--- src/rtl/aging_round_robin_arbiter.sv ---
// aging_round_robin_arbiter: round-robin issue arbiter with a critical class, burst limit and optional aging.
// Define AGING_ROUND_ROBIN_ARBITER_AGING_EN to promote long-waiting requesters into the critical class.
module aging_round_robin_arbiter #(
    parameter int SINGLE_REQUEST_WIDTH_IN_BITS = 64,
    parameter int NUM_REQUEST = 4,
    parameter int AGE_THRESHOLD = 15,
    parameter int CRITICAL_BURST_LIMIT = 4,
    parameter int NUM_REQUEST_LOG2 = $clog2(NUM_REQUEST)
) (
    input  logic                                                clk_in,
    input  logic                                                reset_in,
    input  logic [SINGLE_REQUEST_WIDTH_IN_BITS*NUM_REQUEST-1:0] request_flatted_in,
    input  logic [NUM_REQUEST-1:0]                              request_valid_flatted_in,
    input  logic [NUM_REQUEST-1:0]                              request_critical_flatted_in,
    output logic [NUM_REQUEST-1:0]                              issue_ack_out,
    output logic [SINGLE_REQUEST_WIDTH_IN_BITS-1:0]             request_out,
    output logic                                                request_valid_out,
    output logic [NUM_REQUEST_LOG2-1:0]                         grant_index_out,
    input  logic                                                issue_ack_in
);
    localparam int W = SINGLE_REQUEST_WIDTH_IN_BITS;
    localparam int BW = $clog2(CRITICAL_BURST_LIMIT + 1);

    if (NUM_REQUEST < 2 || AGE_THRESHOLD < 1 || CRITICAL_BURST_LIMIT < 1) begin : g_bad_params
        $error("aging_round_robin_arbiter: parameter out of range");
    end

    logic [W-1:0]                payload [NUM_REQUEST];
    logic [NUM_REQUEST-1:0]      eff_crit, non_crit, cand;
    logic [NUM_REQUEST_LOG2-1:0] last_grant_index, winner;
    logic [BW-1:0]               burst_cnt;
    logic                        load, any_valid, grant;

    // First set bit of mask, scanning upward from last+1 with wrap-around.
    function automatic logic [NUM_REQUEST_LOG2-1:0] rr_first(
        input logic [NUM_REQUEST-1:0]      mask,
        input logic [NUM_REQUEST_LOG2-1:0] last
    );
        logic [NUM_REQUEST_LOG2-1:0] i;
        rr_first = last;
        for (int k = NUM_REQUEST; k >= 1; k--) begin
            i = NUM_REQUEST_LOG2'((int'(last) + k) % NUM_REQUEST);
            if (mask[i]) rr_first = i;
        end
    endfunction

`ifdef AGING_ROUND_ROBIN_ARBITER_AGING_EN
    localparam int AW = $clog2(AGE_THRESHOLD + 1);
    logic [AW-1:0] age [NUM_REQUEST];

    always_ff @(posedge clk_in) begin
        for (int i = 0; i < NUM_REQUEST; i++)
            age[i] <= (reset_in || !request_valid_flatted_in[i] || issue_ack_out[i]) ? '0 :
                      (age[i] == AW'(AGE_THRESHOLD)) ? age[i] : age[i] + AW'(1);
    end

    always_comb begin
        for (int i = 0; i < NUM_REQUEST; i++)
            eff_crit[i] = request_valid_flatted_in[i] &
                          (request_critical_flatted_in[i] | (age[i] == AW'(AGE_THRESHOLD)));
    end
`else
    assign eff_crit = request_valid_flatted_in & request_critical_flatted_in;
`endif

    always_comb begin
        for (int i = 0; i < NUM_REQUEST; i++) payload[i] = request_flatted_in[i*W +: W];
        load = ~request_valid_out | issue_ack_in;
        any_valid = |request_valid_flatted_in;
        non_crit = request_valid_flatted_in & ~eff_crit;
        cand = (|eff_crit && burst_cnt < BW'(CRITICAL_BURST_LIMIT)) ? eff_crit :
               (|non_crit) ? non_crit : request_valid_flatted_in;
        winner = rr_first(cand, last_grant_index);
        grant = load & any_valid & ~reset_in;
        issue_ack_out = grant ? NUM_REQUEST'(1) << winner : '0;
    end

    always_ff @(posedge clk_in) begin
        if (reset_in) begin
            request_out <= '0;
            request_valid_out <= 1'b0;
            grant_index_out <= '0;
            last_grant_index <= NUM_REQUEST_LOG2'(NUM_REQUEST - 1);
            burst_cnt <= '0;
        end else if (load) begin
            request_valid_out <= any_valid;
            request_out <= any_valid ? payload[winner] : '0;
            if (any_valid) begin
                grant_index_out <= winner;
                last_grant_index <= winner;
                burst_cnt <= !eff_crit[winner] ? '0 :
                             (burst_cnt == BW'(CRITICAL_BURST_LIMIT)) ? burst_cnt : burst_cnt + BW'(1);
            end
        end
    end
endmodule

--- config.mk ---
export PLATFORM = sky130hd
export DESIGN_NAME = aging_round_robin_arbiter
export DESIGN_NICKNAME = d
export VERILOG_FILES = /design/src/rtl/aging_round_robin_arbiter.sv
export SDC_FILE = /design/constraint.sdc
export NUM_CORES = 1
export LEC_CHECK = 0
export ABC_CLOCK_PERIOD_IN_PS = 4000
export BUFFER_PORTS_ARGS = -buffer_cell sky130_fd_sc_hd__buf_2
export CAP_MARGIN = 30
export CORE_AREA = 8 8 125 127
export DETAILED_ROUTE_END_ITERATION = 7
export DIE_AREA = 0 0 133 135
export GPL_ROUTABILITY_DRIVEN = 1
export PLACE_DENSITY = 0.72
export SLEW_MARGIN = 20
export SYNTH_ARGS = -nofsm -noshare
export SYNTH_HDL_FRONTEND = slang
export SYNTH_SLANG_ARGS = --single-unit
--- constraint.sdc ---
create_clock -name clk_in -period 4 [get_ports clk_in]
set_input_delay 0.2 -clock clk_in [delete_from_list [all_inputs] [get_ports clk_in]]
set_output_delay 0.2 -clock clk_in [all_outputs]
set_load 0.03 [all_outputs]
# --- Word level (Yosys, flattened, before mapping) ---
# Cells that the tools add are included.
op_classes:
  add_sub_neg: 5
  magnitude_cmp: 7
  eq_ne: 2
  shifts: 1
  mux: 23
  bitwise_logic: 9
  reduce_logical: 6
op_table:
  columns: ["operator", "n"]
  rows:
  - ["2-to-1 mux 64 bit", 3]
  - ["binary-select mux 64 bit (select 2 bit)", 1]
  - ["less-than comparator 2 x 3 -> 1 bit (second input constant)", 5]
  - ["2-to-1 mux 4 bit", 3]
  - ["OR reduction 4 bit", 3]
  - ["binary-select mux 1 bit (select 2 bit)", 5]
  - ["AND 4 bit", 2]
  - ["2-to-1 mux 2 bit", 4]
  - ["2-to-1 mux 3 bit", 2]
  - ["2-to-1 mux 1 bit", 5]
  - ["adder 2 x 1 -> 2 bit (second input constant)", 2]
  - ["adder 2 bit (second input constant)", 2]
  - ["inverter 4 bit", 1]
  - ["<< shifter 1 x 2 -> 4 bit (first input constant)", 1]
  - ["adder 3 x 1 -> 3 bit (second input constant)", 1]
  - ["== test 3 bit (second input constant)", 1]
  - [">= comparator 3 bit (second input constant)", 1]
  - ["less-than comparator 3 bit (second input constant)", 1]
  - ["inverter 2 -> 3 bit", 1]
  - ["AND reduction 3 bit", 1]
  - ["AND 1 bit", 2]
  - ["inequality test 2 bit (second input constant)", 1]
  - ["inverter 1 bit", 2]
  - ["AND reduction 2 bit", 1]
  - ["other kinds (2)", 2]
totals:
  reg_bits: 72
  in_bits: 267
  output_inout_bits: 71
  elab_cells: 58

# --- Longest topological paths before layout ---
# Gate-level depths: netlist of run 1.
depth:
  depth_word: 17
  mapped_depth: 12
  mapped_depth_nobuf: 8

# --- Least setup slack after synthesis of run 1 ---
# No wires, ideal clock.
synth_timing:
  path_type: "register to output"
  startpoint: "reg burst_cnt[2]"
  endpoint: "out issue_ack_out[0]"
  t_arrival_ns: 2.815
  t_required_ns: 3.800
  setup_slack_ns: 0.985
  path_stages_with_launch: 9
  path_buffers: 3
  cell_sequence: "dfxtp_1 clkbuf_1 a31o_2 a311o_1 a211oi_1 o21ai_1 buf_4 buf_2 nor4_1"
synth_between:
  elab_chain_cells: 11
  word_cells_on_any_way: 17
  classes_between: "order compare (1); shift (1); mux (14); reduce/logical (1)"
synth_lines:
  columns: ["element", "line", "source"]
  rows:
  - ["from (decl)", "31", "logic [BW-1:0] burst_cnt;"]
  - ["from (signal assigned)", "91", "burst_cnt <= !eff_crit[winner] ? '0 :"]
  - ["less-than comparator 3 bit *", "71", "cand = (|eff_crit && burst_cnt < BW'(CRITICAL_BURST_LIMIT)) ? eff_crit :"]
  - ["logical AND 1 bit *", "71", null]
  - ["2-to-1 mux 4 bit *", "71", null]
  - ["binary-select mux 1 bit (select 2 bit)", "43", "if (mask[i]) rr_first = i;"]
  - ["2-to-1 mux 1 bit (implied by the code)", "43", null]
  - ["2-to-1 mux 2 bit (3 in a row)", "43", null]
  - ["2-to-1 mux 2 bit *", "43", null]
  - ["<< shifter 1 x 2 -> 4 bit *", "75", "issue_ack_out = grant ? NUM_REQUEST'(1) << winner : '0;"]
  - ["2-to-1 mux 4 bit *", "75", null]
  - ["to (decl)", "15", "output logic [NUM_REQUEST-1:0] issue_ack_out,"]
# Mark *: on every way between the ends. The rest lies on a longest branch, timed or not. The select of a mux whose other input is x is not followed.

# --- Worst setup path after layout of run 1 ---
layout_timing:
  startpoint: "reg burst_cnt[2]"
  endpoint: "out issue_ack_out[2]"
# Same word-level chain as after synthesis.

==> impl_metrics.prom, run 1 <==
# TYPE chip_impl_metric gauge
chip_impl_info{name="status",value="complete, no violations"} 1
chip_impl_info{name="hold_path_class",value="in -> reg"} 1
chip_impl_info{name="highest-signal-layer",value="met4"} 1
chip_impl_metric{name="cts_made_buffers",unit=""} 9
chip_impl_metric{name="io_buffer_count",unit=""} 337
chip_impl_metric{name="fin_worst_skew",unit="ns"} 0.007351
chip_impl_metric{name="p_comb_share",unit="%"} 43.2
chip_impl_metric{name="routedLengthMet1",unit="µm"} 6784
chip_impl_metric{name="max_slew_headroom_at_the_worst_pin",unit="%"} 45.71
chip_impl_metric{name="count_of_buffers_added_by_post_cts_timing_repair_for_setup",unit=""} 0
chip_impl_metric{name="postCtsHoldBufs",unit=""} 0
chip_impl_info{name="synth_top_cell_by_area",value="dfxtp_1"} 1
chip_impl_metric{name="n_fill_cell",unit=""} 1339
chip_impl_info{name="worstPathCellList",value="a31o_2 > a311o_1 > a211oi_1 > o21a_2 > buf_4 > and3_1 > buf_2"} 1
chip_impl_metric{name="drt-initial-drc-count",unit=""} 363
chip_impl_metric{name="placement_rows",unit=""} 43
chip_impl_metric{name="antennaDiodeCount",unit=""} 0
chip_impl_metric{name="area_enclosed_by_the_die_boundary",unit="µm²"} 17960
chip_impl_metric{name="synthDistinctLibCells",unit=""} 41
chip_impl_metric{name="maximum_fanout_along_the_worst_path",unit=""} 32
chip_impl_metric{name="average_instance_area_after_synthesis",unit="µm²"} 9.117
chip_impl_metric{name="ioPinCount",unit=""} 338
chip_impl_metric{name="floorplan.die.width",unit="µm"} 133
chip_impl_metric{name="wire_length_of_the_first_global_routing_pass",unit="µm"} 27300
chip_impl_metric{name="final_cell_count_without_fillers",unit=""} 1011
chip_impl_metric{name="vdd.ir_drop.worst",unit="V"} 0.0001611
chip_impl_metric{name="power.switching_fraction",unit="%"} 37.32
chip_impl_info{name="timing.critical_path.to_type",value="output port"} 1
chip_impl_metric{name="final.setup.worst_slack",unit="ns"} 1.016
chip_impl_metric{name="post_drt_wl_per_cell",unit="µm"} 17.45
chip_impl_metric{name="grt_max_degree",unit=""} 58
chip_impl_info{name="grt_setup_unrepaired",value="false"} 1
chip_impl_metric{name="syn-instance-count",unit=""} 517
chip_impl_metric{name="final_layout_size_suffix_gt1_share",unit="%"} 44.77
chip_impl_info{name="library_cell_contributing_the_largest_single_delay_on_the_critical_path",value="a211oi_1"} 1
chip_impl_info{name="cts_root_buffer",value="clkbuf_16"} 1
chip_impl_metric{name="floorplan.initialDensity",unit="%"} 34.63
chip_impl_metric{name="finalHoldViolCount",unit=""} 0
chip_impl_metric{name="p_leak",unit="µW"} 0.003489
chip_impl_metric{name="post-place-ws",unit="ns"} 1.012
chip_impl_metric{name="grt_total_usage",unit="%"} 18.74
chip_impl_metric{name="setup_viol",unit=""} 0
chip_impl_metric{name="setup_tns_after_final_layout",unit="ns"} 0
chip_impl_info{name="netlist_top_cells_area",value="dfxtp_1, mux2i_1, a32o_1, nand2_1, buf_12"} 1
chip_impl_metric{name="routabilityCongestion",unit=""} 0.8088
chip_impl_metric{name="flow.area_growth_from_synthesis",unit="%"} 42.26
chip_impl_metric{name="postSynthNetCount",unit=""} 786
chip_impl_metric{name="intPower",unit="µW"} 1892
chip_impl_metric{name="power.share.sequential",unit="%"} 29.6
chip_impl_metric{name="insertion_delay",unit="ns"} 0.33
chip_impl_metric{name="sequential_area_share_after_synthesis",unit="%"} 30.58
chip_impl_metric{name="netlist.area_leader.share",unit="%"} 30.58
chip_impl_metric{name="r2r_cells",unit=""} 8
chip_impl_metric{name="power.switching",unit="µW"} 1126
chip_impl_metric{name="worstMarginPinSlew",unit="ns"} 0.8124
chip_impl_metric{name="finalCritPeriodShare",unit="%"} 74.59
chip_impl_metric{name="crit_arrival",unit="ns"} 2.78
chip_impl_metric{name="crit_path_max_incr_delay",unit="ns"} 0.44
chip_impl_metric{name="detail_route.drc_violations",unit=""} 0
chip_impl_metric{name="worst-r2r-setup-slack",unit="ns"} 1.13
chip_impl_metric{name="ys_seq_elements",unit=""} 72
chip_impl_info{name="critPathLaunchType",value="flop"} 1
chip_impl_metric{name="clockPowerShare",unit="%"} 27.2
chip_impl_metric{name="routed_wirelength",unit="µm"} 17640
chip_impl_metric{name="number_of_vias_in_the_routed_layout",unit=""} 5142
chip_impl_metric{name="drt-pass1-iter-count",unit=""} 5
chip_impl_metric{name="hold_depth",unit=""} 4
chip_impl_metric{name="antenna_found_initial",unit=""} 0
chip_impl_metric{name="cts_repair_resize_count",unit=""} 0
chip_impl_metric{name="number_of_maximum_capacitance_violations",unit=""} 0
chip_impl_info{name="worstSetupPathType",value="reg -> out"} 1
chip_impl_metric{name="die_h",unit="µm"} 135
chip_impl_metric{name="max_freq",unit="MHz"} 335.1
chip_impl_metric{name="core-area",unit="µm²"} 13610
chip_impl_metric{name="number_of_enable_flip_flop_cells_after_synthesis",unit=""} 0
chip_impl_metric{name="met3_length",unit="µm"} 1570
chip_impl_metric{name="placedCellCount",unit=""} 996
chip_impl_metric{name="number_of_clock_sinks",unit=""} 72
chip_impl_metric{name="global_route.overflow_total",unit=""} 0
chip_impl_metric{name="yosysWarningCount",unit=""} 0
chip_impl_metric{name="worst_ep_required_time",unit="ns"} 3.80
chip_impl_metric{name="num-nets-final",unit=""} 1096
chip_impl_metric{name="post_route_minimum_period",unit="ns"} 2.984
chip_impl_info{name="clock_tree_from_tritoncts",value="done"} 1
chip_impl_metric{name="vias_in_the_first_global_route",unit=""} 5218
chip_impl_info{name="synth-main-ff-cell",value="dfxtp_1"} 1
chip_impl_metric{name="drt.antenna.violating_nets",unit=""} 0
chip_impl_metric{name="dp.final_hpwl",unit="µm"} 14070
chip_impl_metric{name="met2WireLength",unit="µm"} 9024
chip_impl_metric{name="p_per_area",unit="nW/µm²"} 450.0
chip_impl_metric{name="viasPerCell",unit=""} 5.086
chip_impl_metric{name="deepest_level_of_the_cts_h_tree",unit=""} 3
chip_impl_metric{name="max-clock-path-buffers",unit=""} 2
chip_impl_metric{name="slew_violations",unit=""} 0
chip_impl_metric{name="clk_pin_slew",unit="ns"} 0.06
chip_impl_metric{name="synth_area",unit="µm²"} 4713
chip_impl_metric{name="postSynth.asyncResetShare",unit="%"} 0
==> worst max-delay path, delay by kind of cell (launching register included) <==
| kind | cells | cell delay (ns) |
|---|---|---|
| simple gates | 1 | 0.21 |
| flops | 1 | 0.40 |
| buf+inv | 2 | 0.51 |
| compound gates | 4 | 1.32 |
==> placed cells by master, fill, tap and decap left out, drive strengths merged, types with 4 or more instances in the layout <==
master and count:
nor2 5, clkbuf 12, a21oi 7, inv 5, a31o 4, nand2 138
a32o 64, buf 346, nand3 5, mux2i 128, dfxtp 72, a211oi 5
==> stage by stage <==
step                      hold WS [ns]  area [µm²]  util (%)  power, µW
final                           0.2240        6705     49.26       3018
after global routing            0.2261        6705     49.26       3199
after CTS                       0.2054        6705     49.26       3055
after detailed placement        0.4482        6399     47.01       2221
after global placement          0.4411        6399     47.01       2210
after floorplan                 0.3943        4713         -       1888
==> routing by layer <==
layer	global-route usage (%)	up-vias
met3	7.281	16
met4	6.183	0
li1	-	2557
met5	0	-
met1	19.71	2338
met2	33.57	231
==> cell families after synthesis <==
family	share of synthesized area (%)
and+or+nand+nor	13.27
muxes	27.18
adders and majority gates	0.5308
DFF	30.58
buffers and inverters	7.910
AOI/OAI and AO/OA	20.52
==> area by class of cell <==
class | count | area (µm²) | share of cell area [%]
clock inverters | 3 | 40.04 | 0.5971
multi-input cells | 393 | 2934 | 43.76
flip-flops and latches | 72 | 1441 | 21.50
clock buffers | 12 | 266.5 | 3.975
repair buffers | 346 | 1779 | 26.53
well taps | 180 | 225.2 | 3.359
inverters | 5 | 18.77 | 0.2799
==> sequential cells by signal (all words and copies together) (netlist names) <==
register           flops
grant_index_out        2
last_grant_index       2
request_valid_out      1
request_out           64
burst_cnt              3
==> synthesized netlist by cell type (3+ instances only) <==
| cell type | number |
|---|---|
| buf_4 | 9 |
| nand2_1 | 138 |
| nor2_1 | 5 |
| buf_2 | 9 |
| mux2i_1 | 128 |
| a32o_1 | 64 |
| a21oi_1 | 7 |
| a222oi_1 | 3 |
| nor4_1 | 3 |
| inv_1 | 5 |
| buf_12 | 7 |
| nand2b_1 | 3 |
| nand3_1 | 5 |
| a211oi_1 | 4 |
| dfxtp_1 | 72 |
| clkbuf_1 | 18 |
| o31ai_1 | 3 |
==> power by group through the flow <==
| stage | combinational [µW] | clock, µW | sequential (µW) |
|---|---|---|---|
| 3_3_place_gp | 1300 | 0 | 905 |
| 5_1_grt | 1410 | 883 | 909 |
| 4_1_cts | 1320 | 845 | 894 |
| 2_1_floorplan | 760 | 0 | 1130 |
| 6_report | 1300 | 821 | 894 |
| 3_5_place_dp | 1310 | 0 | 909 |
==> final timing paths <==
path | start | to
max | burst_cnt[2] | issue_ack_out[2]
min | request_flatted_in[43] | request_out[43]
max reg2reg | burst_cnt[2] | request_out[30]
min reg2reg | request_out[54] | request_out[54]
No activity file was read; power rests on OpenSTA's default activity.
==> run 2: changes to the inputs <==
--- a/config.mk
+++ b/config.mk
@@ -5,7 +5,7 @@
 export SDC_FILE = /design/constraint.sdc
 export NUM_CORES = 1
 export LEC_CHECK = 0
-export ABC_CLOCK_PERIOD_IN_PS = 4000
+export ABC_CLOCK_PERIOD_IN_PS = 3100
 export BUFFER_PORTS_ARGS = -buffer_cell sky130_fd_sc_hd__buf_2
 export CAP_MARGIN = 30
 export CORE_AREA = 8 8 125 127
==> constraint.sdc (replaced) <==
create_clock -name clk_in -period 3.1 [get_ports clk_in]
set_input_delay 0.155 -clock clk_in [delete_from_list [all_inputs] [get_ports clk_in]]
set_output_delay 0.155 -clock clk_in [all_outputs]
set_load 0.03 [all_outputs]
==> run 2 against run 1 <==
Utilization increased by 1.0 points. Clock-buffer cell count decreased by 1. Combinational power up 35%. Total power rose by 34%. Design area grew 2.1%. Non-clock buffer count up 10. Largest power group unchanged.
==> impl_metrics.prom, run 2 (same netlist as run 1, synthesis figures left out) <==
# TYPE chip_impl_metric gauge
chip_impl_info{name="status",value="complete, no violations"} 1
chip_impl_metric{name="count_of_buffers_added_by_post_cts_timing_repair_for_setup",unit=""} 0
chip_impl_info{name="worstSetupPathType",value="reg -> out"} 1
chip_impl_info{name="hold_path_class",value="in -> reg"} 1
chip_impl_info{name="cts_root_buffer",value="clkbuf_16"} 1
chip_impl_metric{name="io_buffer_count",unit=""} 337
chip_impl_metric{name="floorplan.initialDensity",unit="%"} 34.63
chip_impl_metric{name="routabilityCongestion",unit=""} 0.8157
chip_impl_metric{name="slew_violations",unit=""} 0
chip_impl_metric{name="vias_in_the_first_global_route",unit=""} 5288
chip_impl_metric{name="postPlaceCellArea",unit="µm²"} 6524
chip_impl_metric{name="crit_path_max_incr_delay",unit="ns"} 0.40
chip_impl_metric{name="finish.utilization",unit="%"} 50.30
chip_impl_metric{name="drt-initial-drc-count",unit=""} 272
chip_impl_metric{name="cts_repair_resize_count",unit=""} 0
chip_impl_metric{name="area_enclosed_by_the_die_boundary",unit="µm²"} 17960
chip_impl_info{name="clock_tree_from_tritoncts",value="done"} 1
chip_impl_metric{name="hold_ws",unit="ns"} 0.1764
chip_impl_info{name="timing.critical_path.to_type",value="output port"} 1
chip_impl_metric{name="worst-r2r-setup-slack",unit="ns"} 0.36
chip_impl_info{name="most_frequent_standard_cell_in_the_layout_excluding_fill_and_tap_cells",value="buf_2"} 1
chip_impl_metric{name="grt_total_usage",unit="%"} 18.84
chip_impl_metric{name="post_route_minimum_period",unit="ns"} 2.868
chip_impl_metric{name="placement_rows",unit=""} 43
chip_impl_metric{name="max-clock-path-buffers",unit=""} 2
chip_impl_metric{name="antenna_found_initial",unit=""} 0
chip_impl_metric{name="p_leak",unit="µW"} 0.003551
chip_impl_metric{name="postCtsHoldBufs",unit=""} 0
chip_impl_metric{name="number_of_maximum_capacitance_violations",unit=""} 0
chip_impl_metric{name="num-nets-final",unit=""} 1106
chip_impl_metric{name="cts_made_buffers",unit=""} 9
chip_impl_metric{name="r2r_cells",unit=""} 8
chip_impl_info{name="cpLargestDelayFamily",value="compound AO/OA/AOI/OAI gates"} 1
chip_impl_metric{name="grt_max_degree",unit=""} 41
chip_impl_metric{name="crit_arrival",unit="ns"} 2.71
chip_impl_info{name="grt_setup_unrepaired",value="false"} 1
chip_impl_metric{name="dp.final_hpwl",unit="µm"} 14520
chip_impl_metric{name="wire_length_of_the_first_global_routing_pass",unit="µm"} 27340
chip_impl_metric{name="worstMarginPinSlew",unit="ns"} 0.8234
chip_impl_metric{name="viasPerCell",unit=""} 5.143
chip_impl_metric{name="post_drt_wl_per_cell",unit="µm"} 17.50
chip_impl_metric{name="hold_depth",unit=""} 4
chip_impl_info{name="worst_r2r_endpoint",value="burst_cnt[2]"} 1
chip_impl_metric{name="flow.area_growth_from_synthesis",unit="%"} 45.26
chip_impl_info{name="final_cell_mix",value="buf_2, nand2_1, mux2i_1"} 1
chip_impl_metric{name="p_per_area",unit="nW/µm²"} 590.0
chip_impl_info{name="min_to",value="request_out[31]"} 1
chip_impl_metric{name="routed_wirelength",unit="µm"} 17880
chip_impl_metric{name="fin_worst_skew",unit="ns"} 0.007788
chip_impl_metric{name="deepest_level_of_the_cts_h_tree",unit=""} 3
chip_impl_metric{name="worst_ep_required_time",unit="ns"} 2.94
chip_impl_metric{name="number_of_vias_in_the_routed_layout",unit=""} 5256
chip_impl_metric{name="max_freq",unit="MHz"} 348.7
chip_impl_metric{name="max_slew_headroom_at_the_worst_pin",unit="%"} 44.98
chip_impl_metric{name="global_route.overflow_total",unit=""} 0
chip_impl_info{name="library_cell_contributing_the_largest_single_delay_on_the_critical_path",value="dfxtp_1"} 1
chip_impl_metric{name="vdd.ir_drop.worst",unit="V"} 0.0002783
chip_impl_info{name="worstPathCellList",value="a31o_2 > a311o_1 > a211oi_2 > a21o_4 > buf_4 > and3_1 > buf_2"} 1
chip_impl_metric{name="largest_reg_flops",unit=""} 64
chip_impl_metric{name="number_of_clock_sinks",unit=""} 72
chip_impl_metric{name="final_layout_size_suffix_gt1_share",unit="%"} 45.37
chip_impl_info{name="regToRegStartpoint",value="burst_cnt[2]"} 1
chip_impl_metric{name="drt-pass1-iter-count",unit=""} 5
chip_impl_metric{name="finalCritPeriodShare",unit="%"} 92.52
chip_impl_metric{name="antennaDiodeCount",unit=""} 0
chip_impl_metric{name="detail_route.drc_violations",unit=""} 0
chip_impl_metric{name="setup_tns_after_final_layout",unit="ns"} 0
chip_impl_metric{name="floorplan.die.width",unit="µm"} 133
chip_impl_metric{name="setup_viol",unit=""} 0
chip_impl_info{name="reg.largest.list",value="request_out x64, burst_cnt x3"} 1
chip_impl_metric{name="ioPinCount",unit=""} 338
chip_impl_metric{name="worstPathBufferInverterCount",unit=""} 2
chip_impl_metric{name="maximum_fanout_along_the_worst_path",unit=""} 18
chip_impl_metric{name="finalHoldViolCount",unit=""} 0
chip_impl_metric{name="insertion_delay",unit="ns"} 0.34
chip_impl_metric{name="clk_pin_slew",unit="ns"} 0.06
chip_impl_info{name="regMostFlops",value="request_out"} 1
chip_impl_info{name="hold_start",value="request_flatted_in[31]"} 1
chip_impl_metric{name="postLayoutCellArea",unit="µm²"} 6847
chip_impl_metric{name="drt.antenna.violating_nets",unit=""} 0
chip_impl_info{name="critPathLaunchType",value="flop"} 1
chip_impl_metric{name="core-area",unit="µm²"} 13610
chip_impl_metric{name="die_h",unit="µm"} 135
[run 2: cell types whose count changed in the layout (fill, tap and decap cells not counted), sizes merged]
cell | previous run | this run
buf | 346 | 356
bufinv | 1 | 2
clkbuf | 12 | 11
clkinv | 2 | 1
clkinvlp | 0 | 2
[run 2: layout make-up]
type	count	area [µm²]
Timing Repair Buffer	356	1904
Clock buffer	11	242.7
Inverter	5	18.77
Clock inverter	5	80.08
Fill cell	1343	6765
Sequential cell	72	1441
Multi-Input combinational cell	393	2934
Tap cell	180	225.2
[run 2: worst max-delay path by stage]
stage                                        start          endpoint  slack (ns)  depth (start not counted)
floorplan                             burst_cnt[2]  issue_ack_out[0]        0.13                          8
global placement    request_critical_flatted_in[3]      burst_cnt[2]        0.38                         10
detailed placement  request_critical_flatted_in[3]      burst_cnt[2]        0.31                         10
CTS                                   burst_cnt[2]  issue_ack_out[3]        0.21                          7
global route                          burst_cnt[2]  issue_ack_out[2]        0.07                          7
finish                                burst_cnt[2]  issue_ack_out[2]        0.23                          7
[run 2: worst register-to-register path: stages (launching register included)]
cell,delay (ns)
dfxtp_1,0.40
a31o_2,0.32
a311o_1,0.37
a211oi_2,0.29
a21o_4,0.29
buf_4,0.32
a311oi_1,0.18
o31a_1,0.32
nor3_1,0.16
[run 2: report_power, final]
group | internal, µW | leakage (µW) | switching, µW | total (µW)
registers | 1080 | 0.000598 | 76.0 | 1150
clock network | 725 | 0.000152 | 408 | 1130
logic | 734 | 0.00280 | 1020 | 1750
total | 2540 | 0.00355 | 1500 | 4040
[run 2: per-stage QoR]
stage	power, µW	setup WS [ns]	std cells
6_report	4039	0.2319	1022
3_5_place_dp	2937	0.3064	1006
3_3_place_gp	2918	0.3776	1006
2_1_floorplan	2436	0.1296	517
5_1_grt	4265	0.07196	1022
4_1_cts	4087	0.2067	1022
[run 2: metal layers]
layer	global-route usage, %	share of wire (%)	vias to the layer above
met5	0	0	-
met4	5.931	1.5	0
met3	5.758	7.9	17
met2	35.14	52	236
met1	19.75	38	2421
li1	-	-	2582
